--- src/rtl/xsw_ingress.sv ---
// rtl/xsw_ingress.sv - ingress FIFO in front of a switch input, with one-hot target decode and a drop counter
module xsw_ingress #(
  parameter int M     = 2,
  parameter int DW    = 8,
  parameter int DEPTH = 4,
  parameter int TW    = (M > 1) ? $clog2(M) : 1,
  parameter int LW    = $clog2(DEPTH) + 1
) (
  input  logic          clk,
  input  logic          rst,
  input  logic          vld_i,
  input  logic [DW-1:0] dat_i,
  input  logic [TW-1:0] tgt_i,
  output logic          gnt_i,
  output logic          vld_s,
  output logic [DW-1:0] dat_s,
  output logic [M-1:0]  tgt_s,
  input  logic          gnt_s,
  output logic [LW-1:0] level,
  output logic          err,
  input  logic          err_clr,
  output logic [7:0]    drop_cnt
);

  localparam int AW = (DEPTH > 1) ? $clog2(DEPTH) : 1;
  localparam int EW = M + DW;

  // Each entry holds the already-decoded one-hot target above the payload.
  logic [EW-1:0] mem [DEPTH];
  logic [AW-1:0] wr_ptr;
  logic [AW-1:0] rd_ptr;
  logic [LW-1:0] cnt_q;
  logic          err_q;
  logic [7:0]    drop_q;

  logic          full;
  logic          empty;
  logic          accept;
  logic          in_range;
  logic          push;
  logic          pop;
  logic          drop;
  logic [M-1:0]  tgt_oh;

  assign full  = (cnt_q == LW'(DEPTH));
  assign empty = (cnt_q == '0);

  // Handshakes come only from registered occupancy, so no combinational path from vld_i or gnt_s.
  assign gnt_i = !full && !rst;
  assign vld_s = !empty && !rst;

  assign accept   = vld_i && gnt_i;
  assign in_range = (32'(tgt_i) < 32'(M));
  assign push     = accept && in_range;
  assign drop     = accept && !in_range;
  assign pop      = vld_s && gnt_s;

  // Binary target to one-hot; an out-of-range index yields zero but is never stored.
  always_comb begin
    tgt_oh = '0;
    for (int i = 0; i < M; i++) begin
      if (32'(tgt_i) == 32'(i)) tgt_oh[i] = 1'b1;
    end
  end

  assign {tgt_s, dat_s} = mem[rd_ptr];

  // Outputs are forced to their idle values for as long as reset is held.
  assign level    = rst ? '0 : cnt_q;
  assign err      = err_q && !rst;
  assign drop_cnt = rst ? '0 : drop_q;

  // Entry storage is written on push and never reset.
  always_ff @(posedge clk) begin
    if (push) mem[wr_ptr] <= {tgt_oh, dat_i};
  end

  // Pointers wrap naturally at the power-of-two depth; occupancy separates full from empty.
  always_ff @(posedge clk) begin
    if (rst) begin
      wr_ptr <= '0;
      rd_ptr <= '0;
      cnt_q  <= '0;
    end else begin
      if (push) wr_ptr <= wr_ptr + AW'(1);
      if (pop)  rd_ptr <= rd_ptr + AW'(1);
      case ({push, pop})
        2'b10:   cnt_q <= cnt_q + LW'(1);
        2'b01:   cnt_q <= cnt_q - LW'(1);
        default: cnt_q <= cnt_q;
      endcase
    end
  end

  // Sticky error where a new drop beats a clear, and a drop counter that saturates at 255.
  always_ff @(posedge clk) begin
    if (rst) begin
      err_q  <= 1'b0;
      drop_q <= '0;
    end else begin
      if (drop)         err_q <= 1'b1;
      else if (err_clr) err_q <= 1'b0;
      if (drop && (drop_q != 8'hFF)) drop_q <= drop_q + 8'd1;
    end
  end

endmodule

--- config.mk ---
export PLATFORM = sky130hd
export DESIGN_NAME = xsw_ingress
export DESIGN_NICKNAME = d
export VERILOG_FILES = /design/src/rtl/xsw_ingress.sv
export SDC_FILE = /design/constraint.sdc
export NUM_CORES = 1
export LEC_CHECK = 0
export ABC_AREA = 1
export BUFFER_PORTS_ARGS = -buffer_cell sky130_fd_sc_hd__buf_2
export CAP_MARGIN = 20
export CORE_ASPECT_RATIO = 0.9
export CORE_MARGIN = 2
export CORE_UTILIZATION = 49
export CTS_CLUSTER_DIAMETER = 100
export CTS_CLUSTER_SIZE = 20
export DETAILED_ROUTE_END_ITERATION = 12
export GPL_TIMING_DRIVEN = 0
export PLACE_DENSITY = 0.74
export SLEW_MARGIN = 0
export SYNTH_ARGS = -nofsm -noshare
export SYNTH_HDL_FRONTEND = slang
export SYNTH_SLANG_ARGS = --single-unit
--- constraint.sdc ---
create_clock -name clk -period 1.5 [get_ports clk]
set_input_delay 0.075 -clock clk [delete_from_list [all_inputs] [get_ports clk]]
set_output_delay 0.075 -clock clk [all_outputs]
set_load 0.02 [all_outputs]
==> metrics.md, run 1 <==
| Metric | Value |
|---|---|
| H-tree levels | 3 |
| Max_cap viols | 0 |
| Placed instance area | 2520 um2 |
| Post-synth cell types | 21 |
| Ys Warns | 0 |
| Syn_nets | 222 |
| Area delta synth->final | 35.9% |
| Final Hold Viols | 0 |
| FF-to-FF Start | cnt_q[1] |
| Status | finished with violations |
| Number of register bits inferred by synthesis | 57 |
| Crit path max-delay family | adder cells |
| Tightest Hold Check Type | in2reg |
| DR iter-0 viols | 130 |
| Clock tree buffer depth | 2 |
| Die height | 68.1 um |
| Data required, critical path | 1.72 ns |
| CP max stage delay | 0.35 ns |
| Worst-skew pair later-pin latency | 0.33 ns |
| Multi-input logic area | 604 um2 |
| Startpoint Class | flop |
| Root buffer cell | clkbuf_8 |
| Layout cell share with drive strength beyond 1 | 33.5% |
| Cell Area, Synth | 2240 um2 |
| Critical path origin | cnt_q[1] |
| Fin. max-slew vios | 0 |
| Synth Area in XOR/XNOR | 0% |
| Worst setup EP type | flop |
| Routed wire length | 4340 um |
| Period utilisation layout | 103% |
| DRT antenna net count | 0 |
| Total CTS buffers | 9 |
| Crit-path cells | nor2_4, nand2_2, nand3_2, inv_2, ha_4, inv_2, fa_2, inv_1, nand2_1, nand3_2, nand2_1, nand2_1, nor2_1 |
| Synth Area in Simple Gates | 11.8% |
| Initial Util | 50.5% |
| Core area | 4430 um2 |
| Reg-to-reg slack, setup | -0.04 ns |
| Global-route wire length before repair | 6470 um |
| Worst slack, placed | -0.317 ns |
| PwrDens | 1210 nW/um2 |
| Sequential share of the synthesized area | 68.8% |
| Final Wtd Congestion | 0.697 |
| Worst path buffer plus inverter count | 3 |
| Failing checks | setup timing |
| Count of final setup violators | 1 |
| Vias/cell | 4.66 |
| PnR worst setup slack | -0.0399 ns |
| Clk_skew | 0.00625 ns |
| Clk slew on worst S/H paths | 0.06 ns |
| Post-Synth Adder-Cell Area | 3.69% |
| Most used cell along the critical path | nand2_1 |
| Detailed Place HPWL | 2390 um |
| Nets | 291 |
| Filler Cells Inserted | 328 |
| Syn Inst Count | 202 |
| Crit path time final | 1.54 ns |
| # IOs | 38 |
| RSZ-0062 raised after global routing | yes |
| Pre-Repair DR Iteration Count | 5 |
| Leak Pwr | 0.00128 uW |
| Wire per inst | 12.9 um |
| Mux share of post-synthesis cell area | 0% |
| Reg2Reg Depth | 13 |
| DIE WIDTH | 75.3 um |
| FF/Latch Area | 1550 um2 |
| Gr usage total | 18.2% |
| Synth Area in Compound Gates | 8.60% |
| Arrival @ worst endpoint | 1.76 ns |
| Crit Path Max Fanout | 3 |
| Post-Syn Area per Cell | 11.1 um2 |
| Setup crit end | cnt_q[2] |
| Final std cell area, no fill | 3040 um2 |
| Number of global-route vias before repair | 1538 |
| Routed via count | 1571 |
| Slowest cell on crit path | dfxtp_2 |
| Critical path class | reg2reg |
| DRC errors left | 0 |
| Fmax | 649 MHz |
| TritonCTS clock tree | yes |
| # rows | 23 |
| Critical path depth in cells | 13 |
| Largest family of logic cells by synthesized area | simple AND/OR/NAND/NOR gates |
| IR drop worst, VDD | 0.844 mV |
| N_diodes | 0 |
| R2R Path End | cnt_q[2] |
| Overflow left after global routing | 0 |
| Clock Sinks | 57 |
| Antenna violations before repair | 0 |
| Largest net degree at the start of global routing | 11 |
| Die area | 5130 um2 |
| I/O Buffers | 35 |
## flip-flops by register name (all words and copies together) (netlist names), named ones only
signal	cells
wr_ptr	2
cnt_q	3
rd_ptr	2
mem	40
drop_q	8
## area by class of cell
class | instances | share of cell area [%]
timing repair buffer | 58 | 14.0
buffer | 7 | 2.01
multi-input combinational | 107 | 19.9
inverter | 31 | 3.90
tap | 62 | 2.55
clock buffer | 9 | 4.07
sequential | 57 | 50.9
clock inverter | 6 | 2.75
## cell usage after synthesis
library cell,count,share of area (%)
buf_2,3,0.67
nand3_4,1,0.78
dfxtp_1,17,15
clkbuf_2,1,0.22
ha_1,5,2.8
o21ai_0,22,4.9
inv_2,1,0.17
clkbuf_1,2,0.34
conb_1,1,0.17
nand2_2,2,0.56
nor2_1,43,7.2
nor2_2,1,0.28
a21oi_1,4,0.89
inv_4,1,0.28
fa_1,1,0.89
inv_1,29,4.9
o22ai_1,10,2.8
buf_4,1,0.34
edfxtp_1,40,54
nand2_1,14,2.3
nand3_1,3,0.67
## worst reg2reg max path: stages (launching register included)
cell,delay [ns]
dfxtp_2,0.35
nor2_4,0.05
nand2_2,0.07
nand3_2,0.08
inv_2,0.07
ha_4,0.13
inv_2,0.04
fa_2,0.33
inv_1,0.06
nand2_1,0.05
nand3_2,0.06
nand2_1,0.05
nand2_1,0.05
nor2_1,0.03
## power breakdown
group	internal (uW)	switching, uW	total, uW	leakage, uW
Combinational	191	267	458	0.000666
Sequential	1730	22.0	1760	0.000503
Clock	918	557	1470	0.000109
Total	2840	846	3690	0.00128
## timing repair
action | 4_1_cts | 5_1_grt
pin swaps | 7 | 6
buffers inserted | 7 | 5
hold buffers | 10 | 0
resized for setup | 13 | 21
setup endpoints to repair | 52 | 52
gates cloned | 0 | 1
hold endpoints to repair | 37 | 0
## through the flow
stage	setup TNS (ns)	utilization, %	power [uW]	hold WS (ns)	std cells
final	-0.0399	68.7	3690	0.0923	337
after global routing	-0.252	68.7	3840	0.120	337
after CTS	-0.218	66.2	3690	0.0799	331
after detailed placement	-10.67	56.8	2140	0.294	299
after global placement	-10.38	56.8	2130	0.291	299
after floorplan	-0.0570	-	2020	0.174	202
## kinds of logic (layout without fill, tap and decap cells)
kind of cell / count (synthesis) / count (layout)
AOI/OAI and AO/OA: 36 / 36
and+or+nand+nor: 64 / 64
adders and majority gates: 6 / 6
buffers and inverters: 38 / 111
DFF: 57 / 57
other: 1 / 1
## per-layer routing
| layer | global-route usage, % | vias to the layer above | share of wire, % |
|---|---|---|---|
| met5 | 0 | - | 0 |
| met4 | 8.77 | 0 | 1.0 |
| met1 | 18.8 | 710 | 42 |
| met3 | 8.54 | 6 | 6.1 |
| li1 | - | 808 | - |
| met2 | 31.3 | 47 | 51 |
## how the worst min path moves through the flow
stage,from,end,depth (start not counted)
2_1_floorplan,dat_i[0],mem[0][0],0
3_3_place_gp,dat_i[4],mem[3][4],1
3_5_place_dp,dat_i[6],mem[3][6],1
4_1_cts,rst,flop,4
5_1_grt,rst,cnt_q[2],4
6_report,rst,flop,4
## layout by cell type, fill, tap and decap left out
cell and count:
buf_12 4, inv_4 1, nor2_4 5, ha_1 4
dlygate4sd3_1 10, buf_4 13, buf_2 35, ha_4 1
dfxtp_2 3, nand2_1 14, nor2_1 39, nand3_4 1
fa_2 1, clkinv_4 1, conb_1 1, a21oi_1 4
o22ai_1 10, dfxtp_4 1, buf_6 3, nand3_1 1
nand2_2 2, dfxtp_1 13, clkbuf_8 9, edfxtp_1 40
o21ai_0 22, inv_1 25, nand3_2 2, clkinv_2 3
bufinv_16 2, inv_2 5
Note: power is estimated with default switching activity, not from simulation.
==> inputs of run 2 (changes only) <==
--- a/config.mk
+++ b/config.mk
@@ -6,6 +6,7 @@
 export NUM_CORES = 1
 export LEC_CHECK = 0
 export ABC_AREA = 1
+export ABC_CLOCK_PERIOD_IN_PS = 1500
 export BUFFER_PORTS_ARGS = -buffer_cell sky130_fd_sc_hd__buf_2
 export CAP_MARGIN = 20
 export CORE_ASPECT_RATIO = 0.9
==> constraint.sdc (replaced) <==
create_clock -name clk -period 1.5 [get_ports clk]
set_input_delay 0.075 -clock clk [delete_from_list [all_inputs] [get_ports clk]]
set_output_delay 0.075 -clock clk [all_outputs]
set_load 0.005 [all_outputs]
==> run 2 against run 1 <==
Effect of this change:
- the flow still finishes with violations (setup timing)
- design area down 1.9%
- sequential share of layout area up 0.94 points
- sequential power about the same
- critical path type unchanged
- critical endpoint unchanged
- largest cell class unchanged
- largest power group unchanged
==> metrics.md, run 2 (same netlist as run 1, synthesis figures left out) <==
| Metric | Value |
|---|---|
| Final Hold Viols | 0 |
| Nets | 287 |
| # IOs | 38 |
| Detailed Place HPWL | 2390 um |
| Final Util | 67.4% |
| Pre-Repair DR Iteration Count | 4 |
| N_diodes | 0 |
| Most common cell after layout, fill and taps aside | edfxtp_1 |
| Worst-skew pair later-pin latency | 0.33 ns |
| # rows | 23 |
| Core area | 4430 um2 |
| FF/Latch Area | 1550 um2 |
| Layout cell share with drive strength beyond 1 | 31.4% |
| H-tree levels | 3 |
| Fin. max-slew vios | 0 |
| Worst setup EP type | flop |
| Routed wire length | 4260 um |
| Arrival @ worst endpoint | 1.76 ns |
| DRT antenna net count | 0 |
| Clock Sinks | 57 |
| Global-route wire length before repair | 6440 um |
| Reg with most FFs | mem |
| Clk slew on worst S/H paths | 0.06 ns |
| Worst slack, placed | -0.317 ns |
| DRC errors left | 0 |
| Clk_skew | 0.00608 ns |
| IR drop worst, VDD | 0.855 mV |
| Clock tree buffer depth | 2 |
| Area delta synth->final | 33.4% |
| Filler Cells Inserted | 337 |
| TritonCTS clock tree | yes |
| DIE WIDTH | 75.3 um |
| Failing checks | setup timing |
| Crit Path Max Fanout | 3 |
| Root buffer cell | clkbuf_8 |
| Final Wtd Congestion | 0.697 |
| Multi-input logic area | 604 um2 |
| DR iter-0 viols | 91 |
| Crit path time final | 1.54 ns |
| Initial Util | 50.5% |
| Total CTS buffers | 9 |
| RSZ-0062 raised after global routing | yes |
| I/O Buffers | 35 |
| Antenna violations before repair | 0 |
| Count of final setup violators | 1 |
| Gr usage total | 18.1% |
| Vias/cell | 4.69 |
| Routed via count | 1562 |
| PwrDens | 1210 nW/um2 |
| Number of global-route vias before repair | 1531 |
| Wire per inst | 12.8 um |
| Largest net degree at the start of global routing | 11 |
| Fmax | 649 MHz |
| Die height | 68.1 um |
| Number of flip-flops in the largest register | 40 |
| Overflow left after global routing | 0 |
| Leak Pwr | 0.00125 uW |
| Startpoint Class | flop |
| Max_cap viols | 0 |
| Tightest Hold Check Type | in2reg |
| Most frequent cells in the layout | edfxtp_1 (40), nor2_1 (39), buf_2 (36) |
| Top flop regs | mem: 40 flops, drop_q: 8 flops, cnt_q: 3 flops |
| Die area | 5130 um2 |
| Status | finished with violations |
| Data required, critical path | 1.72 ns |
| Critical path class | reg2reg |
| Hold WS | 0.100 ns |
| PnR worst setup slack | -0.0397 ns |
| Period utilisation layout | 103% |
run 2: changes by cell type in the layout (fill, tap and decap cells not counted), sizes merged:
cell,delta
buf,-8
clkbuf,+4
run 2: path summary, 6_finish.rpt:
kind / from / end / slack (ns) / cells after the start
setup / recovery: cnt_q[1] / cnt_q[2] / -0.04 / 12
hold / removal: rst / flop / 0.10 / 4
setup reg to reg: cnt_q[1] / cnt_q[2] / -0.04 / 12
hold reg to reg: drop_q[1] / drop_q[1] / 0.42 / 2
run 2: final cells by class:
cell class	instances	share of cell area (%)
Inverter	31	3.98
Multi-Input combinational cell	107	20.2
Tap cell	62	2.60
Buffer	7	1.68
Clock buffer	9	4.15
Timing Repair Buffer	54	12.7
Sequential cell	57	51.8
Clock inverter	6	2.81
run 2: power by group:
part / internal (uW) / total, uW / switching, uW
Sequential: 1730 / 1750 / 21.1
Clock: 918 / 1470 / 557
Combinational: 175 / 389 / 214
Total: 2830 / 3620 / 792
run 2: metrics by stage:
step	area (um2)	total power, uW	instances	setup TNS (ns)
floorplan	2260	1970	202	-0.0570
global placement	2520	2080	299	-10.38
detailed placement	2520	2080	299	-10.67
CTS	2930	3630	330	-0.0534
global route	2990	3760	333	-1.08
finish	2990	3620	333	-0.0397
run 2: repair_timing:
| action | CTS | global route |
|---|---|---|
| hold buffers | 10 | 0 |
| pin swaps | 7 | 3 |
| hold endpoints to repair | 37 | 0 |
| cloned | 0 | 0 |
| gates resized for setup | 13 | 9 |
| buffers inserted | 6 | 3 |
| endpoints found under the setup margin | 52 | 30 |
run 2: metal layers:
layer / up-vias / wire length, um / track usage, %
met3: 2 / 301 / 8.54
met5: - / 0 / 0
met2: 50 / 2140 / 31.1
li1: 799 / - / -
met4: 0 / 13 / 8.77
met1: 711 / 1800 / 18.7
run 2: worst max-delay path, stage by stage (launching register included):
cell     delay (ns)
dfxtp_2        0.33
nor2_4         0.14
nand2_2        0.08
nand3_4        0.07
ha_4           0.14
inv_2          0.04
fa_2           0.33
inv_1          0.06
nand2_1        0.05
nand3_2        0.06
nand2_1        0.05
nand2_1        0.05
nor2_1         0.03
